**src/rtl/memoria_sequencia_n.sv**
```systemverilog
// memoria_sequencia_n: memory-game sequence engine with its own control FSM.
// It holds a writable DEPTH x N_BOTOES sequence store and plays rounds 0..limite
// back on the LEDs with programmable on and off times. It then checks the player's
// presses against the store, with a per-press timeout. In desafio mode the player
// appends one new entry per round.
// Ports:
//   clock, reset (async, active-low)   - clock and reset; the store survives reset
//   iniciar, modo_desafio, limite      - start a game; mode and last round are sampled on start
//   botoes                             - synchronised buttons
//   carga, carga_end, carga_dado       - store preload, honoured only when idle
//   leds, pronto                       - LED drive and end-of-game indication
//   acertou, errou, timeout            - result flags, held until the next start
//   db_estado/endereco/sequencia/memoria/jogada - debug visibility
module memoria_sequencia_n #(
    parameter int unsigned N_BOTOES  = 4,
    parameter int unsigned DEPTH     = 16,
    parameter int unsigned T_LED_ON  = 500,
    parameter int unsigned T_LED_OFF = 250,
    parameter int unsigned TIMEOUT   = 5000,
    localparam int unsigned AW       = $clog2(DEPTH)
) (
    input  logic                clock,
    input  logic                reset,
    input  logic                iniciar,
    input  logic                modo_desafio,
    input  logic [AW-1:0]       limite,
    input  logic [N_BOTOES-1:0] botoes,
    input  logic                carga,
    input  logic [AW-1:0]       carga_end,
    input  logic [N_BOTOES-1:0] carga_dado,
    output logic [N_BOTOES-1:0] leds,
    output logic                pronto,
    output logic                acertou,
    output logic                errou,
    output logic                timeout,
    output logic [3:0]          db_estado,
    output logic [AW-1:0]       db_endereco,
    output logic [AW-1:0]       db_sequencia,
    output logic [N_BOTOES-1:0] db_memoria,
    output logic [N_BOTOES-1:0] db_jogada
);

    localparam int unsigned T_MAX_P = (T_LED_ON > T_LED_OFF) ? T_LED_ON : T_LED_OFF;
    localparam int unsigned T_MAX   = (TIMEOUT > T_MAX_P) ? TIMEOUT : T_MAX_P;
    localparam int unsigned TW      = $clog2(T_MAX + 1);

    typedef enum logic [3:0] {
        OCIOSO      = 4'd0,
        PREVIEW_ON  = 4'd1,
        PREVIEW_OFF = 4'd2,
        ESPERA      = 4'd3,
        REGISTRA    = 4'd4,
        COMPARA     = 4'd5,
        GRAVA       = 4'd6,
        FIM_RODADA  = 4'd7,
        FIM_ACERTO  = 4'd8,
        FIM_ERRO    = 4'd9,
        FIM_TIMEOUT = 4'd10
    } estado_t;

    estado_t             r_estado,    w_estado_n;
    logic [AW-1:0]       r_endereco,  w_endereco_n;
    logic [AW-1:0]       r_sequencia, w_sequencia_n;
    logic [TW-1:0]       r_timer,     w_timer_n;
    logic                r_modo,      w_modo_n;
    logic [AW-1:0]       r_limite,    w_limite_n;
    logic                r_acertou,   w_acertou_n;
    logic                r_errou,     w_errou_n;
    logic                r_timeout,   w_timeout_n;
    logic [N_BOTOES-1:0] r_jogada;
    logic                r_algum_q;
    logic [N_BOTOES-1:0] r_mem [DEPTH];

    logic [N_BOTOES-1:0] w_mem_rd;
    logic [N_BOTOES-1:0] w_leds;
    logic [AW-1:0]       w_ultimo;
    logic                w_press;
    logic                w_inicio;
    logic                w_grava;
    logic                w_carga_ok;

    // A press is the idle-to-any-button transition; a held button never re-triggers
    assign w_press  = (|botoes) & ~r_algum_q;
    assign w_mem_rd = r_mem[r_endereco];
    // Last previewed index: desafio rounds preview only the entries before the new one
    assign w_ultimo = r_modo ? (r_sequencia - 1'b1) : r_sequencia;

    // State and datapath registers
    always_ff @(posedge clock or negedge reset) begin
        if (!reset) begin
            r_estado    <= OCIOSO;
            r_endereco  <= '0;
            r_sequencia <= '0;
            r_timer     <= '0;
            r_modo      <= 1'b0;
            r_limite    <= '0;
            r_acertou   <= 1'b0;
            r_errou     <= 1'b0;
            r_timeout   <= 1'b0;
            r_jogada    <= '0;
            r_algum_q   <= 1'b0;
        end else begin
            r_estado    <= w_estado_n;
            r_endereco  <= w_endereco_n;
            r_sequencia <= w_sequencia_n;
            r_timer     <= w_timer_n;
            r_modo      <= w_modo_n;
            r_limite    <= w_limite_n;
            r_acertou   <= w_acertou_n;
            r_errou     <= w_errou_n;
            r_timeout   <= w_timeout_n;
            r_algum_q   <= |botoes;
            if (r_estado == ESPERA && w_press) begin
                r_jogada <= botoes;
            end
        end
    end

    // Sequence store: no reset so contents survive a mid-game reset
    always_ff @(posedge clock) begin
        if (w_grava) begin
            r_mem[r_endereco] <= r_jogada;
        end else if (w_carga_ok) begin
            r_mem[carga_end] <= carga_dado;
        end
    end

    // Next-state and output decode
    always_comb begin
        w_estado_n    = r_estado;
        w_endereco_n  = r_endereco;
        w_sequencia_n = r_sequencia;
        w_timer_n     = r_timer;
        w_modo_n      = r_modo;
        w_limite_n    = r_limite;
        w_acertou_n   = r_acertou;
        w_errou_n     = r_errou;
        w_timeout_n   = r_timeout;
        w_leds        = '0;
        w_inicio      = 1'b0;
        w_grava       = 1'b0;
        w_carga_ok    = 1'b0;

        unique case (r_estado)
            OCIOSO: begin
                w_carga_ok = carga;
                w_inicio   = iniciar;
            end
            PREVIEW_ON: begin
                w_leds = w_mem_rd;
                if (r_timer == TW'(T_LED_ON - 1)) begin
                    w_timer_n  = '0;
                    w_estado_n = PREVIEW_OFF;
                end else begin
                    w_timer_n = r_timer + 1'b1;
                end
            end
            PREVIEW_OFF: begin
                if (r_timer == TW'(T_LED_OFF - 1)) begin
                    w_timer_n = '0;
                    if (r_endereco == w_ultimo) begin
                        w_endereco_n = '0;
                        w_estado_n   = ESPERA;
                    end else begin
                        w_endereco_n = r_endereco + 1'b1;
                        w_estado_n   = PREVIEW_ON;
                    end
                end else begin
                    w_timer_n = r_timer + 1'b1;
                end
            end
            ESPERA: begin
                w_leds = botoes;
                // A press on the last timer cycle still counts
                if (w_press) begin
                    w_estado_n = REGISTRA;
                end else if (r_timer == TW'(TIMEOUT - 1)) begin
                    w_timeout_n = 1'b1;
                    w_estado_n  = FIM_TIMEOUT;
                end else begin
                    w_timer_n = r_timer + 1'b1;
                end
            end
            REGISTRA: begin
                w_estado_n = COMPARA;
            end
            COMPARA: begin
                if (r_modo && (r_endereco == r_sequencia)) begin
                    w_estado_n = GRAVA;
                end else if (r_jogada != w_mem_rd) begin
                    w_errou_n  = 1'b1;
                    w_estado_n = FIM_ERRO;
                end else if (r_endereco == r_sequencia) begin
                    w_estado_n = FIM_RODADA;
                end else begin
                    w_endereco_n = r_endereco + 1'b1;
                    w_timer_n    = '0;
                    w_estado_n   = ESPERA;
                end
            end
            GRAVA: begin
                w_grava    = 1'b1;
                w_estado_n = FIM_RODADA;
            end
            FIM_RODADA: begin
                if (r_sequencia == r_limite) begin
                    w_acertou_n = 1'b1;
                    w_estado_n  = FIM_ACERTO;
                end else begin
                    w_sequencia_n = r_sequencia + 1'b1;
                    w_endereco_n  = '0;
                    w_timer_n     = '0;
                    w_estado_n    = PREVIEW_ON;
                end
            end
            FIM_ACERTO, FIM_ERRO, FIM_TIMEOUT: begin
                w_inicio = iniciar;
            end
            default: begin
                w_estado_n = OCIOSO;
            end
        endcase

        // Game start: desafio round 0 has nothing to preview
        if (w_inicio) begin
            w_endereco_n  = '0;
            w_sequencia_n = '0;
            w_timer_n     = '0;
            w_acertou_n   = 1'b0;
            w_errou_n     = 1'b0;
            w_timeout_n   = 1'b0;
            w_modo_n      = modo_desafio;
            w_limite_n    = limite;
            w_estado_n    = modo_desafio ? ESPERA : PREVIEW_ON;
        end
    end

    assign leds         = w_leds;
    assign pronto       = (r_estado == FIM_ACERTO) || (r_estado == FIM_ERRO) ||
                          (r_estado == FIM_TIMEOUT);
    assign acertou      = r_acertou;
    assign errou        = r_errou;
    assign timeout      = r_timeout;
    assign db_estado    = r_estado;
    assign db_endereco  = r_endereco;
    assign db_sequencia = r_sequencia;
    assign db_memoria   = w_mem_rd;
    assign db_jogada    = r_jogada;

endmodule

```
**config.mk**
```make
export PLATFORM = sky130hd
export DESIGN_NAME = memoria_sequencia_n
export DESIGN_NICKNAME = d
export VERILOG_FILES = /design/src/rtl/memoria_sequencia_n.sv
export SDC_FILE = /design/constraint.sdc
export NUM_CORES = 1
export LEC_CHECK = 0
export CELL_PAD_IN_SITES_DETAIL_PLACEMENT = 1
export CELL_PAD_IN_SITES_GLOBAL_PLACEMENT = 1
export CORE_ASPECT_RATIO = 0.7
export CORE_UTILIZATION = 51
export CTS_CLUSTER_SIZE = 12
export DETAILED_ROUTE_END_ITERATION = 8
export DONT_BUFFER_PORTS = 1
export HOLD_SLACK_MARGIN = 0.06
export PLACE_DENSITY_LB_ADDON = 0.08
export SYNTH_ARGS = -nofsm -noshare
export SYNTH_HDL_FRONTEND = slang
export SYNTH_SLANG_ARGS = --single-unit
```
**constraint.sdc**
```tcl
create_clock -name clock -period 3.9 [get_ports clock]
set_input_delay 0.195 -clock clock [delete_from_list [all_inputs] [get_ports clock]]
set_output_delay 0.195 -clock clock [all_outputs]
set_load 0.03 [all_outputs]
```
==> run_results.csv <==
group,metric,value,unit
timing,setup_viol,0,
timing,worst_slew_pin_slew,0.948,ns
synthesis,syn_nets,489,
global_route,grt_pass1_wl,23.8,mm
cts,numCtsBuffers,9,
timing,tns,0,ns
die,rows,31,
global_route,globalRouteOverflowTotal,0,
finish,final_common_cell,"edfxtp_1",
critical_path,critPathTopFamily,"compound AO/OA/AOI/OAI gates",
die,core_area,0.0103,mm^2
routing,first_pass_iters,7,
cts,clock_latency,0.35,ns
critical_path,worstSetupEndpointType,"flop",
global_route,grt.total_usage,29.5,%
global_route,grt_max_degree,39,
cts,cts_max_level,3,
routing,wl_per_cell,25.2,um
global_route,grt_pass1_vias,4065,
finish,fin_nets,506,
run,cap_violations,0,
critical_path,worst-path-buf-inv,0,
critical_path,critPathLaunchType,"flop",
synthesis,synth_cells,463,
die,ios,49,
timing,fmax,0.275,GHz
critical_path,worstPathMaxFanout,13,
min_path,hp-class,"primary input to asynchronous set/reset pin",
synthesis,avgSynthCellArea,11.7,um^2
die,die-area,0.0110,mm^2
placement,gp_congestion,0.830,
finish,multi_input_area,0.00236,mm^2
timing,slew_headroom,36.3,%
routing,drc,0,
routing,drt_iter0_drc,462,
critical_path,cp_cell_sequence,"nor2b_1 > a221oi_1 > o21a_1 > a211oi_1 > a211oi_4 > a31oi_2 > a22o_1",
synthesis,async_flop_share,37.3,%
finish,antenna_cells,0,
die,start_util,52.4,%
synthesis,synth-seq-area-share,53.1,%
routing,ant_nets,0,
synthesis,syn_area,0.00541,mm^2
finish,seqCellArea,0.00287,mm^2
pwr,power_density,872,mW/mm^2
synthesis,yosys_most_used_dff,"edfxtp_1",
critical_path,crit_type,"flop to flop",
die,die_h,88.1,um
synthesis,synth_edf_count,64,
run_status,outcome,"finished clean",
synthesis,yosys_warnings,0,
finish,drive_gt1_share,10.9,%
finish,final_cell_mix,"edfxtp_1, nor2_1, dfrtp_1",
pwr,ir_worst_vdd,308,uV
cts,cts_tree,"yes",
routing,finalWirelength,15.6,mm
timing,rsz0062_at_grt,"no",
die,die_w,125,um
finish,fillers,1050,
critical_path,slowest_stage,"dfrtp_1",
synthesis,yosys.cell_types.count,65,
timing,hold_viol,0,
cts,cts-root-buf,"clkbuf_16",
pwr,total_leakage_power,2.24,nW
pwr,p_total,0.00528,W
critical_path,crit_arrival,3.92,ns
timing,fin_crit,3.64,ns
cts,cts_sinks,102,
global_route,antenna_found_initial,0,
cts,cts.clk_slew.worst_paths,0.07,ns
timing,fin_crit_sh,93.3,%
critical_path,slowest_delay,0.71,ns
placement,portBuffers,0,
timing,fin_skew,0.00735,ns
synthesis,ys_seq_elements,102,
cts,clk_path_buf_depth,2,
critical_path,crit_required,4.18,ns
placement,hpwl,11.0,mm
cts,cts_setup_buffers,0,
critical_path,reg2reg_slack,0.26,ns
routing,via_per_inst,6.66,
timing,slew_violations,0,
finish,area_growth,12.1,%
routing,vias,4112,
## worst register-to-register path, delay by kind of cell (launching register included)
family | cells | cell delay, ns
and+or+nand+nor | 1 | 0.55
DFF | 1 | 0.71
AOI/OAI and AO/OA | 6 | 2.31
## cells in the mapped netlist (3+ instances only)
cell | count | area, um^2
nand4_1 | 3 | 18.8
a21o_1 | 5 | 37.5
nand3_1 | 11 | 55.1
o2bb2ai_1 | 3 | 26.3
nor2_1 | 50 | 188
edfxtp_1 | 64 | 1920
mux2_1 | 14 | 158
mux4_2 | 11 | 248
o311ai_0 | 4 | 35.0
and2_1 | 6 | 37.5
a22o_1 | 5 | 43.8
a32o_1 | 4 | 40.0
clkbuf_1 | 16 | 60.1
xnor2_1 | 4 | 35.0
dfrtp_1 | 38 | 951
o211ai_1 | 5 | 37.5
a21oi_1 | 16 | 80.1
inv_1 | 16 | 60.1
nor2b_1 | 7 | 43.8
and3_1 | 6 | 37.5
xor2_1 | 12 | 105
a211o_1 | 3 | 26.3
or3_1 | 4 | 25.0
mux2i_1 | 20 | 200
a22oi_1 | 4 | 30.0
a211oi_1 | 3 | 22.5
nor3_1 | 21 | 105
o21ai_0 | 10 | 50.1
o21a_1 | 4 | 30.0
a31oi_1 | 7 | 43.8
nor4_1 | 5 | 31.3
a221oi_1 | 8 | 70.1
buf_2 | 3 | 15.0
nand2b_1 | 6 | 37.5
nand2_1 | 23 | 86.3
ha_1 | 5 | 62.6
## final cells by class
cell class / count / share of cell area [%]
Multi-Input combinational cell: 321 / 39.0
Sequential cell: 102 / 47.4
Inverter: 16 / 0.991
Clock inverter: 7 / 1.73
Clock buffer: 9 / 3.72
Tap cell: 132 / 2.73
Timing Repair Buffer: 30 / 4.42
## cells by family (layout without fill, tap and decap cells)
family / after synthesis / after routing / share of synthesized area (%)
simple gates: 153 / 153 / 14.1
mux: 47 / 47 / 12.1
flops: 102 / 102 / 53.1
compound gates: 100 / 100 / 13.7
fa+ha+maj: 5 / 5 / 1.16
buf+inv: 40 / 62 / 3.19
xor+xnor: 16 / 16 / 2.59
## flip-flops by register name, indices dropped and copies added, names as in the netlist
| signal | flops |
|---|---|
| timeout | 1 |
| r_modo | 1 |
| db_endereco | 4 |
| db_sequencia | 4 |
| r_limite | 4 |
| acertou | 1 |
| db_estado | 4 |
| errou | 1 |
| r_mem | 64 |
| r_algum_q | 1 |
| db_jogada | 4 |
| r_timer | 13 |
## metrics by stage
stage          hold slack [ns]  setup WS, ns  cells  utilization, %  instance area (um^2)
2_1_floorplan           -0.101         0.880    463               -                  5410
3_3_place_gp           -0.0996         0.353    588            54.1                  5590
3_5_place_dp           -0.0998         0.202    588            54.1                  5590
4_1_cts                  0.300         0.113    617            58.7                  6060
5_1_grt                  0.321        0.0101    617            58.7                  6060
6_report                 0.311         0.260    617            58.7                  6060
## power by group
part | switching, W | internal, W | total, W
logic | 0.00145 | 0.000885 | 0.00233
clock network | 0.000435 | 0.000573 | 0.00101
registers | 0.000480 | 0.00146 | 0.00194
total | 0.00236 | 0.00292 | 0.00528
## metal layers
| layer | up-vias | global-route usage, % | part of all wire, % |
|---|---|---|---|
| met3 | 15 | 7.39 | 6.6 |
| met2 | 152 | 43.8 | 45 |
| met4 | 0 | 8.09 | 1.4 |
| met1 | 2126 | 43.2 | 47 |
| met5 | - | 0 | 0 |
| li1 | 1819 | - | - |
## what timing repair did
| action | CTS | global route |
|---|---|---|
| resized for setup | 0 | 1 |
| hold buffers | 13 | 0 |
| endpoints found under the hold margin | 50 | 0 |
| setup endpoints to repair | 0 | 13 |
## final timing paths
path | startpoint | end | cells past startpoint
setup / recovery | db_endereco[2] | r_timer[2] | 7
setup reg to reg | db_endereco[2] | r_timer[2] | 7
min in group clock | carga_dado[0] | r_mem[15][0] | 1
max in group asynchronous | reset | db_endereco[1] | 2
hold / removal | reset | r_timer[0] | 2
hold reg to reg | r_limite[2] | r_limite[2] | 1
(Power assumes the default switching activity.)
